**src/rtl/btn_mode_sequencer_if.sv**
```systemverilog
`default_nettype none
// ============================================================================
//  Module      : btn_mode_sequencer_pkg / btn_mode_sequencer_if
//  Description : Shared types and the board-side signal bundle of the button
//                mode sequencer. The sequencer connects to the "master"
//                modport; the board/datapath side connects to "slave".
//                Signals: BTNC/BTNU/BTND/BTNL/BTNR raw buttons, SW operand
//                switches, SELECTOR operation mode, DP_RESULT datapath
//                result, RESULT captured result, RESULT_VALID capture pulse,
//                BUSY settle/capture in progress, AUTO (AUTO_CYCLE_EN only).
//  Macro       : AUTO_CYCLE_EN adds the AUTO signal.
//  Revision    : 1.0  initial release
// ============================================================================
package btn_mode_sequencer_pkg;
   typedef logic [15:0] word_t;

   typedef enum logic [2:0] {
      OP_RESET        = 3'd0,
      OP_ADD          = 3'd1,
      OP_SUB          = 3'd2,
      OP_MUL          = 3'd3,
      OP_LEADING_ONES = 3'd4,
      OP_COUNT_ONES   = 3'd5
   } opr_mode_t;
endpackage

interface btn_mode_sequencer_if;
   import btn_mode_sequencer_pkg::*;

   logic      BTNC;
   logic      BTNU;
   logic      BTND;
   logic      BTNL;
   logic      BTNR;
   word_t     SW;
   opr_mode_t SELECTOR;
   word_t     DP_RESULT;
   word_t     RESULT;
   logic      RESULT_VALID;
   logic      BUSY;
`ifdef AUTO_CYCLE_EN
   logic      AUTO;
`endif

   modport master (
      input  BTNC, BTNU, BTND, BTNL, BTNR, SW, DP_RESULT,
`ifdef AUTO_CYCLE_EN
      input  AUTO,
`endif
      output SELECTOR, RESULT, RESULT_VALID, BUSY
   );

   modport slave (
      output BTNC, BTNU, BTND, BTNL, BTNR, SW, DP_RESULT,
`ifdef AUTO_CYCLE_EN
      output AUTO,
`endif
      input  SELECTOR, RESULT, RESULT_VALID, BUSY
   );
endinterface
`default_nettype wire

```
**src/rtl/btn_mode_sequencer.sv**
```systemverilog
`default_nettype none
// ============================================================================
//  Module      : btn_mode_sequencer
//  Description : Debounces five push buttons, turns press events into an
//                operation mode (SELECTOR), and after a settle wait captures
//                the datapath result into RESULT with a one-cycle
//                RESULT_VALID pulse. A change of the registered switches
//                triggers the same settle/capture sequence.
//  Ports       : CLK100MHZ  clock (rising edge)
//                RESET      synchronous active-high reset
//                bus        btn_mode_sequencer_if.master (buttons, SW,
//                           SELECTOR, DP_RESULT, RESULT, RESULT_VALID, BUSY)
//  Macro       : AUTO_CYCLE_EN adds AUTO input and AUTO_PERIOD parameter for
//                autonomous mode stepping while idle.
//  Revision    : 1.0  initial release
// ============================================================================
module btn_mode_sequencer
   import btn_mode_sequencer_pkg::*;
#(
   parameter int DEBOUNCE_CYCLES = 4,
   parameter int SETTLE_CYCLES   = 2
`ifdef AUTO_CYCLE_EN
   ,
   parameter int AUTO_PERIOD     = 16
`endif
) (
   input wire                   CLK100MHZ,
   input wire                   RESET,
   btn_mode_sequencer_if.master bus
);

   localparam int c_deb_w = (DEBOUNCE_CYCLES > 1) ? $clog2(DEBOUNCE_CYCLES) : 1;

   typedef enum logic [1:0] {
      ST_IDLE    = 2'd0,
      ST_SETTLE  = 2'd1,
      ST_CAPTURE = 2'd2
   } state_t;

   // Button vectors are ordered {C, U, D, L, R}: higher index = higher priority.
   logic [4:0]         sync1_q, sync1_d;
   logic [4:0]         sync2_q, sync2_d;
   logic [4:0]         deb_q, deb_d;
   logic [4:0]         deb_prev_q, deb_prev_d;
   logic [c_deb_w-1:0] deb_cnt_q [5];
   logic [c_deb_w-1:0] deb_cnt_d [5];
   logic [4:0]         rise;
   logic               evt_vld_q, evt_vld_d;
   opr_mode_t          evt_mode_q, evt_mode_d;
   opr_mode_t          sel_q, sel_d;
   word_t              sw_q, sw_d;
   state_t             state_q, state_d;
   logic [7:0]         settle_cnt_q, settle_cnt_d;
   word_t              result_q, result_d;
   logic               rv_q, rv_d;
   logic               go;

`ifdef AUTO_CYCLE_EN
   localparam int c_auto_w = (AUTO_PERIOD > 1) ? $clog2(AUTO_PERIOD) : 1;
   logic [c_auto_w-1:0] auto_cnt_q, auto_cnt_d;

   function automatic opr_mode_t next_mode(input opr_mode_t m);
      case (m)
         OP_ADD:          return OP_SUB;
         OP_SUB:          return OP_MUL;
         OP_MUL:          return OP_LEADING_ONES;
         OP_LEADING_ONES: return OP_COUNT_ONES;
         default:         return OP_ADD;
      endcase
   endfunction
`endif

   always_comb begin
      sync1_d    = {bus.BTNC, bus.BTNU, bus.BTND, bus.BTNL, bus.BTNR};
      sync2_d    = sync1_q;
      deb_prev_d = deb_q;
      deb_d      = deb_q;
      for (int i = 0; i < 5; i++) begin
         deb_cnt_d[i] = '0;
         if (sync2_q[i] != deb_q[i]) begin
            if (deb_cnt_q[i] == c_deb_w'(DEBOUNCE_CYCLES - 1)) begin
               deb_d[i] = sync2_q[i];
            end else begin
               deb_cnt_d[i] = deb_cnt_q[i] + c_deb_w'(1);
            end
         end
      end

      // Press events are registered once so SELECTOR loads one clock later.
      rise       = deb_q & ~deb_prev_q;
      evt_vld_d  = |rise;
      evt_mode_d = OP_RESET;
      if (rise[4])      evt_mode_d = OP_MUL;
      else if (rise[3]) evt_mode_d = OP_LEADING_ONES;
      else if (rise[2]) evt_mode_d = OP_COUNT_ONES;
      else if (rise[1]) evt_mode_d = OP_ADD;
      else if (rise[0]) evt_mode_d = OP_SUB;

`ifdef AUTO_CYCLE_EN
      auto_cnt_d = '0;
      if (!(|rise) && !evt_vld_q && bus.AUTO && (state_q == ST_IDLE)) begin
         if (auto_cnt_q == c_auto_w'(AUTO_PERIOD - 1)) begin
            evt_vld_d  = 1'b1;
            evt_mode_d = next_mode(sel_q);
         end else begin
            auto_cnt_d = auto_cnt_q + c_auto_w'(1);
         end
      end
`endif

      sw_d  = bus.SW;
      sel_d = evt_vld_q ? evt_mode_q : sel_q;
      // The edge that loads SELECTOR or the new switch value also enters SETTLE.
      go    = evt_vld_q | (bus.SW != sw_q);

      state_d      = state_q;
      settle_cnt_d = settle_cnt_q;
      result_d     = result_q;
      rv_d         = 1'b0;
      case (state_q)
         ST_IDLE: begin
            if (go) begin
               state_d      = ST_SETTLE;
               settle_cnt_d = '0;
            end
         end
         ST_SETTLE: begin
            if (go) begin
               settle_cnt_d = '0;
            end else if (settle_cnt_q == 8'(SETTLE_CYCLES - 1)) begin
               state_d      = ST_CAPTURE;
               settle_cnt_d = '0;
            end else begin
               settle_cnt_d = settle_cnt_q + 8'd1;
            end
         end
         ST_CAPTURE: begin
            result_d     = bus.DP_RESULT;
            rv_d         = 1'b1;
            settle_cnt_d = '0;
            state_d      = go ? ST_SETTLE : ST_IDLE;
         end
         default: begin
            state_d      = ST_IDLE;
            settle_cnt_d = '0;
         end
      endcase
   end

   always_ff @(posedge CLK100MHZ) begin
      if (RESET) begin
         sync1_q      <= '0;
         sync2_q      <= '0;
         deb_q        <= '0;
         deb_prev_q   <= '0;
         for (int i = 0; i < 5; i++) deb_cnt_q[i] <= '0;
         evt_vld_q    <= 1'b0;
         evt_mode_q   <= OP_RESET;
         sel_q        <= OP_RESET;
         sw_q         <= '0;
         state_q      <= ST_IDLE;
         settle_cnt_q <= '0;
         result_q     <= '0;
         rv_q         <= 1'b0;
`ifdef AUTO_CYCLE_EN
         auto_cnt_q   <= '0;
`endif
      end else begin
         sync1_q      <= sync1_d;
         sync2_q      <= sync2_d;
         deb_q        <= deb_d;
         deb_prev_q   <= deb_prev_d;
         for (int i = 0; i < 5; i++) deb_cnt_q[i] <= deb_cnt_d[i];
         evt_vld_q    <= evt_vld_d;
         evt_mode_q   <= evt_mode_d;
         sel_q        <= sel_d;
         sw_q         <= sw_d;
         state_q      <= state_d;
         settle_cnt_q <= settle_cnt_d;
         result_q     <= result_d;
         rv_q         <= rv_d;
`ifdef AUTO_CYCLE_EN
         auto_cnt_q   <= auto_cnt_d;
`endif
      end
   end

   assign bus.SELECTOR     = sel_q;
   assign bus.RESULT       = result_q;
   assign bus.RESULT_VALID = rv_q;
   assign bus.BUSY         = (state_q != ST_IDLE);

endmodule
`default_nettype wire

```
**src/flat_wrapper.sv**
```systemverilog
// flat-port wrapper written by rule: the top's interface ports become plain ports
module btn_mode_sequencer_flat import btn_mode_sequencer_pkg::*;
#(
   parameter int DEBOUNCE_CYCLES = 4,
   parameter int SETTLE_CYCLES   = 2

)
  (CLK100MHZ, RESET, bus_BTNC, bus_BTNU, bus_BTND, bus_BTNL, bus_BTNR, bus_SW, bus_DP_RESULT, bus_SELECTOR, bus_RESULT, bus_RESULT_VALID, bus_BUSY);
  btn_mode_sequencer_if bus_i ();
  input wire CLK100MHZ;
  input wire RESET;
  input wire logic [$bits(bus_i.BTNC)-1:0] bus_BTNC;
  input wire logic [$bits(bus_i.BTNU)-1:0] bus_BTNU;
  input wire logic [$bits(bus_i.BTND)-1:0] bus_BTND;
  input wire logic [$bits(bus_i.BTNL)-1:0] bus_BTNL;
  input wire logic [$bits(bus_i.BTNR)-1:0] bus_BTNR;
  input wire logic [$bits(bus_i.SW)-1:0] bus_SW;
  input wire logic [$bits(bus_i.DP_RESULT)-1:0] bus_DP_RESULT;
  output wire logic [$bits(bus_i.SELECTOR)-1:0] bus_SELECTOR;
  output wire logic [$bits(bus_i.RESULT)-1:0] bus_RESULT;
  output wire logic [$bits(bus_i.RESULT_VALID)-1:0] bus_RESULT_VALID;
  output wire logic [$bits(bus_i.BUSY)-1:0] bus_BUSY;
  assign bus_i.BTNC = bus_BTNC;
  assign bus_i.BTNU = bus_BTNU;
  assign bus_i.BTND = bus_BTND;
  assign bus_i.BTNL = bus_BTNL;
  assign bus_i.BTNR = bus_BTNR;
  assign bus_i.SW = bus_SW;
  assign bus_i.DP_RESULT = bus_DP_RESULT;
  assign bus_SELECTOR = bus_i.SELECTOR;
  assign bus_RESULT = bus_i.RESULT;
  assign bus_RESULT_VALID = bus_i.RESULT_VALID;
  assign bus_BUSY = bus_i.BUSY;
  btn_mode_sequencer #(.DEBOUNCE_CYCLES(DEBOUNCE_CYCLES), .SETTLE_CYCLES(SETTLE_CYCLES)) u_core (.CLK100MHZ(CLK100MHZ), .RESET(RESET), .bus(bus_i));
endmodule
```
**config.mk**
```make
export PLATFORM = sky130hd
export DESIGN_NAME = btn_mode_sequencer_flat
export DESIGN_NICKNAME = d
export VERILOG_FILES = /design/src/rtl/btn_mode_sequencer_if.sv /design/src/rtl/btn_mode_sequencer.sv /design/src/flat_wrapper.sv
export SDC_FILE = /design/constraint.sdc
export NUM_CORES = 1
export LEC_CHECK = 0
export BUFFER_PORTS_ARGS = -buffer_cell sky130_fd_sc_hd__clkbuf_2
export CAP_MARGIN = 20
export CORE_MARGIN = 2
export CORE_UTILIZATION = 44
export CTS_BUF_LIST = sky130_fd_sc_hd__clkbuf_4 sky130_fd_sc_hd__clkbuf_8
export DETAILED_ROUTE_END_ITERATION = 10
export PLACE_DENSITY = 0.66
export SYNTH_ARGS = -nofsm -noshare
export SYNTH_HDL_FRONTEND = slang
export SYNTH_SLANG_ARGS = --single-unit
```
**constraint.sdc**
```tcl
create_clock -name CLK100MHZ -period 2.1 [get_ports CLK100MHZ]
set_input_delay 0.21 -clock CLK100MHZ [delete_from_list [all_inputs] [get_ports CLK100MHZ]]
set_output_delay 0.21 -clock CLK100MHZ [all_outputs]
set_load 0.02 [all_outputs]
```
==> results.txt <==
The worst hold path cell count is 2. Clock tree synthesis selected as its root buffer the cell sky130_fd_sc_hd__clkbuf_8. The run gives 0.007321 ns as the worst clock skew.

For the number of sinks handled by clock tree synthesis, the log shows 80. The die covers 7380 µm². The placement row count was 29.

Terminus of the critical flop-to-flop path: u_core.settle_cnt_q[6]$_SDFFE_PP0P_. After clock tree synthesis, the repair step resized 0 gates. The pre-antenna-repair detailed-routing pass consisted of 4 iterations. In the synthesized netlist the dominant register cell turns out to be sky130_fd_sc_hd__dfxtp_1. The worst min-delay path startpoint is bus_BTND.

The path class of the tightest hold or removal check is input pin to register. 60 I/O pins were placed. In this run the worst path has a maximum fanout of 6. The run gives 0 as the total of warnings raised by yosys. Area after detailed placement: 3319 µm². The run gives 593 as the fill cell total of the finished layout. After routing the design area is 3548 µm². The run gives 0.7378 as the routability-driven placement congestion ratio. The final hold slack was 0.06852 ns. The die is 85.91 µm tall. The run gives 1.443 nW as the total leakage power.

Synthesis inferred 80 register bits. The clock period could shrink to 1.752 ns. The tools report the hold path endpoint as u_core.sync1_q[2]$_SDFF_PP0_. The initial utilization of the core area, before any placement, comes to 45.96%. The maximum vdd ir drop was 0.6491 mV. The data required time of the worst path is 2.40 ns. Leaving out fill and tap cells, the most frequent cells in the layout are sky130_fd_sc_hd__dfxtp_1, sky130_fd_sc_hd__clkbuf_2, sky130_fd_sc_hd__nand2_1. The run gives 570.7 MHz as the highest clock frequency the design can meet.

The number of cells on the worst reg-to-reg path is 5. After layout, the worst path uses 83.45% of the clock period. The number of clock buffers added by TritonCTS is 9.

The detailed-route via count is 2092. For this block, the routed nets add up to 4.964 mm of wire. For the total count of max-transition violations in the final report, the log shows 0. The residual antenna-violating net count after detailed routing was 0. The type of element launching the critical path was a register. For this run, design rule violations remaining after detail routing come to 0.

Across every metal layer, demand over resource in global routing totals 14.91%. For the maximum count of clock buffers along a single path, the log shows 2. The number of flops mapped to enable cells by yosys was 0. The critical path class was register to register. The largest net degree at the start of global routing is 34. The tools report the number of design-rule violations left by the first detailed-router iteration as 57. The run gives 1957 as the number of global-route vias before repair. In this run the number of H-tree levels came out at 3. Setup total negative slack on the finished layout was measured at 0 ns.

In this run the post-CTS setup repair buffer count came out at 0. Sequential elements use 54.26% of the synthesized area. The number of input and output port buffers inserted came out at 59.

For the post-synthesis cell count, the log shows 305. The floorplan step set the die width to 85.91 µm. Setup slack on the worst reg-to-reg path comes out at 0.35 ns. The end-of-flow core utilization is 55.25%. The via count normalized by instance count came out at 4.670.

Max-cap violations in this run came to 0. The actual transition at the worst max-transition pin is 0.6588 ns, and the area added between synthesis and finish is 20.22%. The run gives 0 as the initial antenna violation count.

The total overflow left after global routing is 0. For the net count of the mapped netlist, the log shows 351. After synthesis, the netlist uses 37 different library cells. The run finished with clean final reports.

The tools report the clock latency reported for the late side of the worst-skew pair as 0.35 ns. Setup violations remaining at the end of the flow were counted as 0. The hold-fix buffer count after cts was 0.

The half-perimeter wire length after detailed placement was 3.521 mm. In the final layout, the share of cells above drive strength 1 is 23.99%. At the worst endpoint, the arrival time is 2.05 ns. In the final layout, the multi-input gates occupy 1262 µm². After clock tree synthesis, the clock-pin slew on the worst setup and hold paths is 0.08 ns. The average instance in the mapped netlist occupies 9.677 µm².

0 antenna diodes ended up in the layout. For this run, asynchronously set or reset flops after synthesis account for 0%. The logs give 0 for the count of final hold-check violations and 412 for the number of nets in the layout. The library cell used most frequently in the layout, excluding fill and tap cells, is sky130_fd_sc_hd__dfxtp_1. The cell area after synthesis was 2952 µm²; the detailed-route wire length per cell was 11.08 µm.

Power spread over the standard cell area amounts to 832.1 nW/µm². In this run the critical register-to-register path is launched from u_core.evt_vld_q$_SDFF_PP0_. In the post-route analysis, the smallest setup slack over all paths is 0.3476 ns. TritonCTS built the clock tree.

The type of destination of the critical path is a register. The first global-routing pass estimated 8.514 mm of wire. OpenSTA, run right after detailed placement, puts the worst setup slack at 0.3563 ns. Setup repair after global routing left no endpoint under its margin. For the relative max-transition margin, the log shows 56.08%. Summing all flip-flop and latch instances after layout gives 1602 µm².

For the core box area, the log shows 6422 µm².
[sequential cells by signal, summed over array words and instances (netlist names), 5 cells and up]
register,cells
u_core.bus.RESULT,16
u_core.sw_q,16
u_core.deb_cnt_q,10
u_core.settle_cnt_q,8
u_core.deb_prev_d,5
u_core.deb_prev_q,5
u_core.sync1_q,5
u_core.sync2_q,5
[critical path, stage by stage (launching register included)]
cell	delay, ns
sky130_fd_sc_hd__dfxtp_1	0.37
sky130_fd_sc_hd__o21bai_1	0.18
sky130_fd_sc_hd__or4_4	0.59
sky130_fd_sc_hd__nor2_4	0.15
sky130_fd_sc_hd__nand3_2	0.16
sky130_fd_sc_hd__o21ba_1	0.25
[synth_stat cells, drive strengths merged, types with 2 or more instances]
| library cell | count | share of area, % |
|---|---|---|
| nor4 | 2 | 0.42 |
| o31ai | 5 | 1.8 |
| xnor2 | 11 | 3.3 |
| inv | 11 | 1.4 |
| nand3 | 3 | 0.85 |
| dfxtp | 80 | 54 |
| or4 | 3 | 0.89 |
| clkbuf | 11 | 1.4 |
| nand2b | 8 | 1.7 |
| nor2b | 31 | 6.6 |
| a21oi | 21 | 3.6 |
| xor2 | 10 | 3.0 |
| ha | 7 | 3.0 |
| nand2 | 40 | 5.1 |
| nor3 | 4 | 1.1 |
| or3 | 5 | 1.1 |
| and3 | 2 | 0.42 |
| nor2 | 30 | 4.1 |
| mux2i | 8 | 2.7 |
[logic make-up (layout without fill, tap and decap cells)]
family,after synthesis,after routing,share of synthesized area [%]
and+or+nand+nor,130,130,22.76
DFF,80,80,54.26
muxes,9,9,3.095
adders and majority gates,7,7,2.967
xor gates and xnor gates,21,21,6.231
AOI/OAI and AO/OA,35,35,7.716
buffers and inverters,23,89,2.967
[how the worst max path moves through the flow]
stage / start / endpoint / slack [ns]
after floorplan: u_core.sw_q[1]$_SDFF_PP0_ / u_core.settle_cnt_q[6]$_SDFFE_PP0P_ / 0.49
after global routing: u_core.sw_q[6]$_SDFF_PP0_ / u_core.settle_cnt_q[6]$_SDFFE_PP0P_ / 0.23
after detailed placement: bus_SW[0] / u_core.settle_cnt_q[6]$_SDFFE_PP0P_ / 0.36
after global placement: bus_SW[0] / u_core.settle_cnt_q[6]$_SDFFE_PP0P_ / 0.38
final: u_core.evt_vld_q$_SDFF_PP0_ / u_core.settle_cnt_q[6]$_SDFFE_PP0P_ / 0.35
after CTS: u_core.evt_vld_q$_SDFF_PP0_ / u_core.settle_cnt_q[6]$_SDFFE_PP0P_ / 0.34
[power breakdown]
group          total (mW)  leakage (nW)  internal [mW]  switching [mW]
logic               0.129         0.686         0.0662          0.0624
clock network        1.27         0.105          0.705           0.561
registers            1.56         0.652           1.54          0.0133
[routing by layer]
metal	share of wire (%)	routed length (µm)	global-route usage [%]
met5	0	0	0
met4	2.6	131	8.658
met3	4.9	241	4.331
met2	44	2168	23.11
met1	49	2422	18.42
[stage by stage]
step | total power [mW] | cells
2_1_floorplan | 1.668 | 305
3_3_place_gp | 1.722 | 432
3_5_place_dp | 1.725 | 432
4_1_cts | 2.996 | 448
5_1_grt | 3.086 | 448
6_report | 2.953 | 448
[cell type report]
class / instances / share of cell area (%)
Sequential cell: 80 / 45.13
Clock buffer: 10 / 3.879
Multi-Input combinational cell: 202 / 35.58
Timing Repair Buffer: 62 / 8.956
Inverter: 11 / 1.164
Tap cell: 77 / 2.715
Clock inverter: 6 / 2.574
(Power assumes the default switching activity.)
